--- src/rtl/lif_neuron_array.sv ---
// Array of N leaky integrate-and-fire neurons stepped in parallel on each enabled clock,
// with refractory counters, two reset modes and a saturating population spike counter.
module lif_neuron_array #(
  parameter int unsigned N          = 4,
  parameter int unsigned W          = 8,
  parameter int unsigned LEAK_SHIFT = 4,
  parameter int unsigned RW         = 4,
  parameter int unsigned CW         = 16
) (
  input  logic                               clk,
  input  logic                               rst_n,
  input  logic                               en,
  input  logic [N*W-1:0]                     current,
  input  logic [W-1:0]                       threshold,
  input  logic                               mode,
  input  logic [RW-1:0]                      refrac_len,
  input  logic                               clr_cnt,
  input  logic [$clog2((N > 1) ? N : 2)-1:0] sel,
  output logic [N-1:0]                       spike,
  output logic [W-1:0]                       state_sel,
  output logic [CW-1:0]                      spike_count
);

  localparam int unsigned SW = $clog2((N > 1) ? N : 2);
  localparam int unsigned PW = $clog2(N + 1);
  localparam logic [CW+PW-1:0] CntMax = {{PW{1'b0}}, {CW{1'b1}}};

  logic [W-1:0]     state_q [N];
  logic [W-1:0]     state_d [N];
  logic [RW-1:0]    refr_q  [N];
  logic [RW-1:0]    refr_d  [N];
  logic [N-1:0]     spike_q, spike_d;
  logic [CW-1:0]    count_q, count_d;
  logic [W:0]       leak, v;
  logic [PW-1:0]    pop;
  logic [CW+PW-1:0] sum;

  always_comb begin
    spike_d = '0;
    pop     = '0;
    leak    = '0;
    v       = '0;
    for (int i = 0; i < N; i++) begin
      state_d[i] = state_q[i];
      refr_d[i]  = refr_q[i];
      if (en) begin
        if (refr_q[i] != '0) begin
          refr_d[i] = refr_q[i] - 1'b1;
        end else begin
          leak = (LEAK_SHIFT != 0) ? {1'b0, state_q[i] >> LEAK_SHIFT} : '0;
          // Leak never exceeds the state, so only the upper end can overflow.
          v = {1'b0, state_q[i]} - leak + {1'b0, current[i*W +: W]};
          if (v[W]) begin
            v = {1'b0, {W{1'b1}}};
          end
          if ((threshold != '0) && (v >= {1'b0, threshold})) begin
            spike_d[i] = 1'b1;
            state_d[i] = mode ? (v[W-1:0] - threshold) : '0;
            refr_d[i]  = refrac_len;
          end else begin
            state_d[i] = v[W-1:0];
          end
        end
      end
      pop = pop + PW'(spike_d[i]);
    end

    sum = {{PW{1'b0}}, count_q} + {{CW{1'b0}}, pop};
    if (clr_cnt) begin
      count_d = '0;
    end else if (sum > CntMax) begin
      count_d = {CW{1'b1}};
    end else begin
      count_d = sum[CW-1:0];
    end
  end

  always_ff @(posedge clk or negedge rst_n) begin
    if (!rst_n) begin
      for (int i = 0; i < N; i++) begin
        state_q[i] <= '0;
        refr_q[i]  <= '0;
      end
      spike_q <= '0;
      count_q <= '0;
    end else begin
      for (int i = 0; i < N; i++) begin
        state_q[i] <= state_d[i];
        refr_q[i]  <= refr_d[i];
      end
      spike_q <= spike_d;
      count_q <= count_d;
    end
  end

  // Out-of-range selects match no neuron and read as zero.
  always_comb begin
    state_sel = '0;
    for (int i = 0; i < N; i++) begin
      if (sel == SW'(i)) begin
        state_sel = state_q[i];
      end
    end
  end

  assign spike       = spike_q;
  assign spike_count = count_q;

endmodule

--- config.mk ---
export PLATFORM = sky130hd
export DESIGN_NAME = lif_neuron_array
export DESIGN_NICKNAME = d
export VERILOG_FILES = /design/src/rtl/lif_neuron_array.sv
export SDC_FILE = /design/constraint.sdc
export NUM_CORES = 1
export LEC_CHECK = 0
export ABC_AREA = 1
export CORE_MARGIN = 5
export CORE_UTILIZATION = 35
export CTS_BUF_LIST = sky130_fd_sc_hd__clkbuf_16
export CTS_CLUSTER_DIAMETER = 200
export DETAILED_ROUTE_END_ITERATION = 7
export DONT_BUFFER_PORTS = 1
export REMOVE_ABC_BUFFERS = 1
export SYNTH_ARGS = -nofsm -noshare
export SYNTH_HDL_FRONTEND = slang
export SYNTH_SLANG_ARGS = --single-unit
--- constraint.sdc ---
create_clock -name clk -period 4.93 [get_ports clk]
set_input_delay 0.493 -clock clk [delete_from_list [all_inputs] [get_ports clk]]
set_output_delay 0.493 -clock clk [all_outputs]
set_load 0.02 [all_outputs]
==> results of run 1 <==
## Yosys cell counts
| library cell | n |
|---|---|
| a21oi_1 | 49 |
| a21oi_2 | 2 |
| a31oi_1 | 1 |
| buf_2 | 1 |
| buf_6 | 3 |
| clkbuf_1 | 5 |
| dfrtp_1 | 68 |
| fa_1 | 23 |
| ha_1 | 89 |
| inv_1 | 319 |
| inv_2 | 5 |
| nand2_1 | 438 |
| nand2_2 | 6 |
| nand2_4 | 13 |
| nand3_1 | 143 |
| nand3_2 | 2 |
| nand3_4 | 1 |
| nand3b_1 | 6 |
| nand4_1 | 12 |
| nand4_2 | 1 |
| nor2_1 | 73 |
| nor2_2 | 4 |
| nor2_4 | 3 |
| nor2_8 | 1 |
| nor2b_1 | 1 |
| nor3_1 | 10 |
| nor4_1 | 4 |
| o211ai_1 | 1 |
| o21ai_0 | 23 |
| o21ai_1 | 1 |
| o21bai_1 | 1 |
| o22ai_1 | 7 |
| xnor2_1 | 16 |
| xor2_1 | 13 |
## final timing paths
check | startpoint | endpoint | slack, ns | cells after the start
max reg2reg | state_q[13]$_DFFE_PN0P_ | spike_count[3]$_DFF_PN0_ | -0.23 | 35
min reg2reg | refr_q[5]$_DFFE_PN0P_ | refr_q[5]$_DFFE_PN0P_ | 0.47 | 2
min in group clk | clr_cnt | spike_count[8]$_DFF_PN0_ | 0.20 | 1
min | rst_n | state_q[6]$_DFFE_PN0P_ | 0.01 | 1
max | state_q[13]$_DFFE_PN0P_ | spike_count[3]$_DFF_PN0_ | -0.23 | 35
max in group asynchronous | rst_n | state_q[11]$_DFFE_PN0P_ | 4.59 | 1
## critical path: cells and delay by family, from the launching register on
family                     cells  cell delay (ns)
adders and majority gates      6             1.81
buffers and inverters          7             0.52
DFF                            1             0.39
and+or+nand+nor               20             2.03
AOI/OAI and AO/OA              2             0.32
## logic make-up (layout without fill, tap and decap cells)
group,Yosys count,count (layout),share of synthesized area
AND/OR/NAND/NOR,718,719,0.375
buffers and inverters,333,537,0.152
adder cells (fa/ha/maj),112,112,0.187
AO/OA/AOI/OAI,85,85,0.0533
flip-flops,68,68,0.203
XOR/XNOR,29,29,0.0302
## through the flow
step                cells  utilization  cell area [um^2]  hold slack (ns)
floorplan            1336            -              8340            0.197
global placement     1822        0.425              9990            0.200
detailed placement   1822        0.425              9990            0.200
CTS                  1860        0.463             10900           0.0421
global route         1869        0.478             11300           0.0475
finish               1869        0.478             11300           0.0143
## layer usage
metal	global-route usage	vias to the layer above	wire length, um
li1	-	4535	-
met1	0.240	3944	11000
met2	0.314	187	12000
met3	0.0327	27	1430
met4	0.0552	0	591
met5	0	-	0
## flip-flops by register name (all words and copies together), names as in the netlist
signal	count
spike	4
spike_count	16
state_q	32
refr_q	16
## layout make-up
class | count | area share
Tap cell | 319 | 0.0355
Clock inverter | 7 | 0.00378
Inverter | 324 | 0.108
Clock buffer | 9 | 0.0200
Sequential cell | 68 | 0.151
Timing Repair Buffer | 197 | 0.134
Multi-Input combinational cell | 945 | 0.547
## timing repair
item / in CTS / in global routing
setup buffers: 20 / 9
resized for setup: 89 / 76
cloned: 1 / 0
setup endpoints to repair: 16 / 16
pin swaps: 25 / 40
endpoints found under the hold margin: 68 / 0
hold buffers: 1 / 0
==> impl_metrics.tcl, run 1 <==
set metrics [dict create \
    setup_viol 16 \
    cts_tree "built" \
    synth-seq-cells 68 \
    grt_pass1_vias 8382 \
    finalClockSkew_ns 0.00962 \
    min_path_type "in -> async" \
    seqCellArea_mm2 0.00170 \
    grt_pass1_wl_um 40500 \
    synth_top_area_cell "dfrtp_1" \
    critPathMaxStageDelay_ns 0.50 \
    nFillCells 2382 \
    timing.fmax_ghz 0.194 \
    drtIter0Drc 381 \
    cap_violations 0 \
    worstPathMaxFanout 5 \
    num_io_pins 79 \
    die_y_um 165 \
    arrival_ns 5.43 \
    routed_wl_um 25000 \
    die-area_mm2 0.0272 \
    fin_crit_sh 1.05 \
    multiInputGateArea_mm2 0.00616 \
    num_vias 8693 \
    setup_ws_ns -0.226 \
    finish.net_count 1708 \
    violations "setup timing" \
    status "finished, violations left" \
    layout_common_cells "nand2_1, inv_1, buf_4" \
    drc 0 \
    finalHoldViolations 0 \
    ys_seq_area_frac 0.203 \
    cts-root-buf "clkbuf_16" \
    ys_types 34 \
    synth.avg_cell_area_um2 6.24 \
    cts_buffer_depth 2 \
    grt_use_total 0.185 \
    ys_top_cells_by_area "dfrtp_1, nand2_1, inv_1" \
    synth_top_area_frac 0.203 \
    final_max_slew_viol_count 0 \
    design.core.area_mm2 0.0235 \
    grt.overflow.total 0 \
    die_w_um 165 \
    cts.clk_slew.worst_paths_ns 0.06 \
    synthCells 1345 \
    clock_latency_ns 0.35 \
    antenna_found_initial 0 \
    crit_path_frequent_cell "nand2_4" \
    rsz0062_at_grt "yes" \
    initial_core_util 0.357 \
    drive_gt1_frac 0.246 \
    n_antenna_cell 0 \
    crit_required_ns 5.20 \
    cts_sinks 68 \
    critPathKind "reg -> reg" \
    gp_congestion 0.873 \
    slew_headroom 0.404 \
    htree_levels 3 \
    cts_buffers 9 \
    rows 56 \
    firstDrtPassIters 5 \
    cpMaxStageDelayCell "fa_1" \
    wl_per_cell_um 13.4 \
    place_ws_ns -0.581 \
    syn_to_final_growth_pct 34.0 \
    viasPerCell 4.65 \
    synth_warnings 0 \
    syn_area_mm2 0.00840 \
    worst_slew_pin_slew_ns 0.885 \
    ant_nets 0 \
    crit_path_end_kind "register" \
    fin_tns_setup_ns -3.18 \
    fin_crit_ns 5.16 \
    final_common_cell "nand2_1" \
    grt_max_degree 69 \
    io_buffers 0 \
    worstSetupStartpointType "register" \
    post-dp-hpwl_um 19400 \
]
Power of run 1 is not shown: default switching activity piles up to over one toggle a cycle in this logic, so the estimate is an artifact.
==> inputs of run 2 (changes only) <==
==> constraint.sdc (replaced) <==
create_clock -name clk -period 6 [get_ports clk]
set_input_delay 0.6 -clock clk [delete_from_list [all_inputs] [get_ports clk]]
set_output_delay 0.6 -clock clk [all_outputs]
set_load 0.02 [all_outputs]
==> impl_metrics.tcl, run 2 (same netlist as run 1, synthesis figures left out) <==
set metrics [dict create \
    cts_buffers 9 \
    rows 56 \
    slew_headroom 0.362 \
    fin_crit_ns 5.58 \
    die-area_mm2 0.0272 \
    worstPathMaxFanout 9 \
    arrival_ns 5.85 \
    antenna_found_initial 0 \
    fin_crit_sh 0.930 \
    crit_path_end_kind "register" \
    ant_nets 0 \
    finalHoldViolations 0 \
    finalClockSkew_ns 0.00709 \
    cts_sinks 68 \
    finish.net_count 1518 \
    die_y_um 165 \
    drtIter0Drc 346 \
    htree_levels 3 \
    fin_tns_setup_ns 0 \
    post-dp-hpwl_um 18300 \
    cpMaxStageDelayCell "fa_1" \
    cts_buffer_depth 2 \
    routed_wl_um 22300 \
    cts-root-buf "clkbuf_16" \
    critPathKind "reg -> reg" \
    wl_per_cell_um 13.3 \
    status "finished clean" \
    grt.overflow.total 0 \
    largest_reg_flops 32 \
    num_io_pins 79 \
    setup_viol 0 \
    worstSetupStartpointType "register" \
    min_path_type "in -> async" \
    drive_gt1_frac 0.0551 \
    grt_max_degree 69 \
    gp_congestion 0.897 \
    final_max_slew_viol_count 0 \
    grt_pass1_vias 7645 \
    firstDrtPassIters 7 \
    final_common_cell "nand2_1" \
    cap_violations 0 \
    critPathMaxStageDelay_ns 0.52 \
    worst_slew_pin_slew_ns 0.947 \
    layout_common_cells "nand2_1, inv_1, nand3_1" \
    initial_core_util 0.357 \
    viasPerCell 4.72 \
    clock_latency_ns 0.35 \
    crit_required_ns 6.26 \
    cts.clk_slew.worst_paths_ns 0.06 \
    largest_register "state_q" \
    grt_use_total 0.168 \
    design.core.area_mm2 0.0235 \
    timing.fmax_ghz 0.179 \
    drc 0 \
    cts_tree "built" \
    die_w_um 165 \
    rsz0062_at_grt "no" \
    io_buffers 0 \
    grt_pass1_wl_um 37000 \
    n_antenna_cell 0 \
    syn_to_final_growth_pct 9.80 \
    r2r_cells 31 \
    num_vias 7921 \
]
-- run 2: layout make-up --
class | instances | area [um^2]
clock buffers | 9 | 225
clock inverters | 7 | 115
fillers | 2598 | 14300
inverters | 324 | 1220
multi-input cells | 944 | 5490
flip-flops and latches | 68 | 1700
well taps | 319 | 399
repair buffers | 8 | 80.1
-- run 2: critical path: cells and delay by family (launching register included) --
kind / cells / cell delay, ns
AND/OR/NAND/NOR: 19 / 2.07
buffers and inverters: 5 / 0.48
adder cells (fa/ha/maj): 6 / 2.38
AO/OA/AOI/OAI: 1 / 0.19
flip-flops: 1 / 0.37
-- run 2: final timing paths --
kind	to	slack [ns]	startpoint
min reg2reg	refr_q[5]$_DFFE_PN0P_	0.48	refr_q[5]$_DFFE_PN0P_
max reg2reg	spike_count[6]$_DFF_PN0_	0.42	state_q[25]$_DFFE_PN0P_
min in group clk	spike_count[11]$_DFF_PN0_	0.31	clr_cnt
max in group asynchronous	state_q[9]$_DFFE_PN0P_	5.56	rst_n
min	spike_count[10]$_DFF_PN0_	0.14	rst_n
max	spike_count[6]$_DFF_PN0_	0.42	state_q[25]$_DFFE_PN0P_
-- run 2: timing repair --
item	CTS	global route
gates resized for setup	0	15
setup buffers	0	4
hold buffers	1	0
hold endpoints to repair	68	0
setup endpoints to repair	0	16
-- run 2: per-layer routing --
layer / vias up / global-route usage / wire (um)
met5: - / 0 / 0
met4: 0 / 0.0491 / 462
met3: 26 / 0.0379 / 1230
met2: 141 / 0.287 / 10400
met1: 3608 / 0.213 / 10100
li1: 4146 / - / -
-- run 2: per-stage QoR --
| step | cell area, um^2 | utilization | std cells | hold WS [ns] | worst slack (ns) |
|---|---|---|---|---|---|
| final | 9220 | 0.392 | 1679 | 0.141 | 0.417 |
| after global routing | 9220 | 0.392 | 1679 | 0.167 | 0.00619 |
| after CTS | 9130 | 0.388 | 1675 | 0.152 | 0.248 |
| after detailed placement | 8760 | 0.372 | 1658 | 0.306 | 0.0843 |
| after global placement | 8760 | 0.372 | 1658 | 0.307 | 0.273 |
| after floorplan | 8340 | - | 1336 | 0.304 | 0.492 |
Power of run 2 is left out for the same reason.
==> inputs of run 3 (changes only) <==
--- a/config.mk
+++ b/config.mk
@@ -13,6 +13,7 @@
 export DETAILED_ROUTE_END_ITERATION = 7
 export DONT_BUFFER_PORTS = 1
 export REMOVE_ABC_BUFFERS = 1
+export SKIP_CTS_REPAIR_TIMING = 1
 export SYNTH_ARGS = -nofsm -noshare
 export SYNTH_HDL_FRONTEND = slang
 export SYNTH_SLANG_ARGS = --single-unit
==> impl_metrics.tcl, run 3 (same netlist as run 1, synthesis figures left out) <==
set metrics [dict create \
    status "finished clean" \
    reg2reg_from "state_q[9]$_DFFE_PN0P_" \
    num_io_pins 79 \
    die-area_mm2 0.0272 \
    cts_sinks 68 \
    critPathKind "reg -> reg" \
    drtIter0Drc 340 \
    cts_buffer_depth 2 \
    cpMaxStageDelayCell "fa_1" \
    final_common_cell "nand2_1" \
    finish.net_count 1518 \
    die_y_um 165 \
    finalHoldViolations 0 \
    r2r_cells 32 \
    initial_core_util 0.357 \
    grt_pass1_wl_um 36900 \
    n_antenna_cell 0 \
    viasPerCell 4.70 \
    design.core.area_mm2 0.0235 \
    gp_congestion 0.897 \
    timing.fmax_ghz 0.179 \
    r2r-end "spike_count[6]$_DFF_PN0_" \
    fin_tns_setup_ns 0 \
    die_w_um 165 \
    firstDrtPassIters 5 \
    htree_levels 3 \
    routed_wl_um 22300 \
    cts_buffers 9 \
    worst_slew_pin_slew_ns 0.944 \
    clock_latency_ns 0.35 \
    min_path_type "in -> async" \
    crit_path_end_kind "register" \
    slew_headroom 0.364 \
    regToRegSetupSlack_ns 0.42 \
    nFillCells 2599 \
    layout_common_cells "nand2_1, inv_1, nand3_1" \
    syn_to_final_growth_pct 9.80 \
    critPathMaxStageDelay_ns 0.50 \
    largest_register "state_q" \
    grt_pass1_vias 7634 \
    crit_required_ns 6.26 \
    worstSetupStartpointType "register" \
    cts.clk_slew.worst_paths_ns 0.06 \
    grt.overflow.total 0 \
    drive_gt1_frac 0.0551 \
    worstPathMaxFanout 9 \
    largest_reg_flops 32 \
    grt_max_degree 69 \
    cts-root-buf "clkbuf_16" \
    antenna_found_initial 0 \
    post-dp-hpwl_um 18300 \
    ant_nets 0 \
    wl_per_cell_um 13.3 \
    setup_viol 0 \
    fin_crit_sh 0.930 \
    rsz0062_at_grt "no" \
    drc 0 \
    arrival_ns 5.84 \
    finalClockSkew_ns 0.00726 \
    fin_crit_ns 5.58 \
    crit_path_frequent_cell "inv_1" \
    num_vias 7890 \
    cap_violations 0 \
    cts_tree "built" \
    rows 56 \
    io_buffers 0 \
    grt_use_total 0.168 \
    final_max_slew_viol_count 0 \
]
==> run 3: worst max-delay path by stage <==
stage	startpoint	end	slack [ns]	cells past startpoint
detailed placement	current[17]	spike_count[6]$_DFF_PN0_	0.08	33
floorplan	current[1]	spike_count[14]$_DFF_PN0_	0.49	32
global placement	current[9]	spike_count[14]$_DFF_PN0_	0.27	34
global route	state_q[27]$_DFFE_PN0P_	spike_count[9]$_DFF_PN0_	0.006	36
finish	state_q[9]$_DFFE_PN0P_	spike_count[6]$_DFF_PN0_	0.42	32
CTS	state_q[25]$_DFFE_PN0P_	spike_count[6]$_DFF_PN0_	0.25	31
==> run 3: critical path: cells and delay by family, from the launching register on <==
family / cells / cell delay (ns)
buffers and inverters: 6 / 0.48
AO/OA/AOI/OAI: 1 / 0.19
adder cells (fa/ha/maj): 6 / 2.38
AND/OR/NAND/NOR: 19 / 2.07
flip-flops: 1 / 0.38
==> run 3: through the flow <==
| stage | instance area (um^2) | hold slack (ns) | setup WS, ns | std cells | utilization |
|---|---|---|---|---|---|
| global placement | 8760 | 0.307 | 0.273 | 1658 | 0.372 |
| finish | 9220 | 0.134 | 0.418 | 1679 | 0.392 |
| CTS | 9100 | -0.0660 | 0.248 | 1674 | 0.387 |
| floorplan | 8340 | 0.304 | 0.492 | 1336 | - |
| detailed placement | 8760 | 0.306 | 0.0843 | 1658 | 0.372 |
| global route | 9220 | 0.154 | 0.00619 | 1679 | 0.392 |
==> run 3: area by class of cell <==
type	count	area, um^2	share of cell area
Multi-Input combinational cell	944	5490	0.595
Sequential cell	68	1700	0.185
Inverter	324	1220	0.132
Tap cell	319	399	0.0433
Clock buffer	9	225	0.0244
Clock inverter	7	115	0.0125
Timing Repair Buffer	8	80.1	0.00868
==> run 3: per-layer routing <==
| metal | vias up | part of all wire | GRT usage |
|---|---|---|---|
| met3 | 24 | 0.055 | 0.0369 |
| met5 | - | 0 | 0 |
| met1 | 3590 | 0.46 | 0.212 |
| met4 | 0 | 0.017 | 0.0439 |
| li1 | 4145 | - | - |
| met2 | 131 | 0.47 | 0.289 |
Power of run 3 is left out for the same reason.
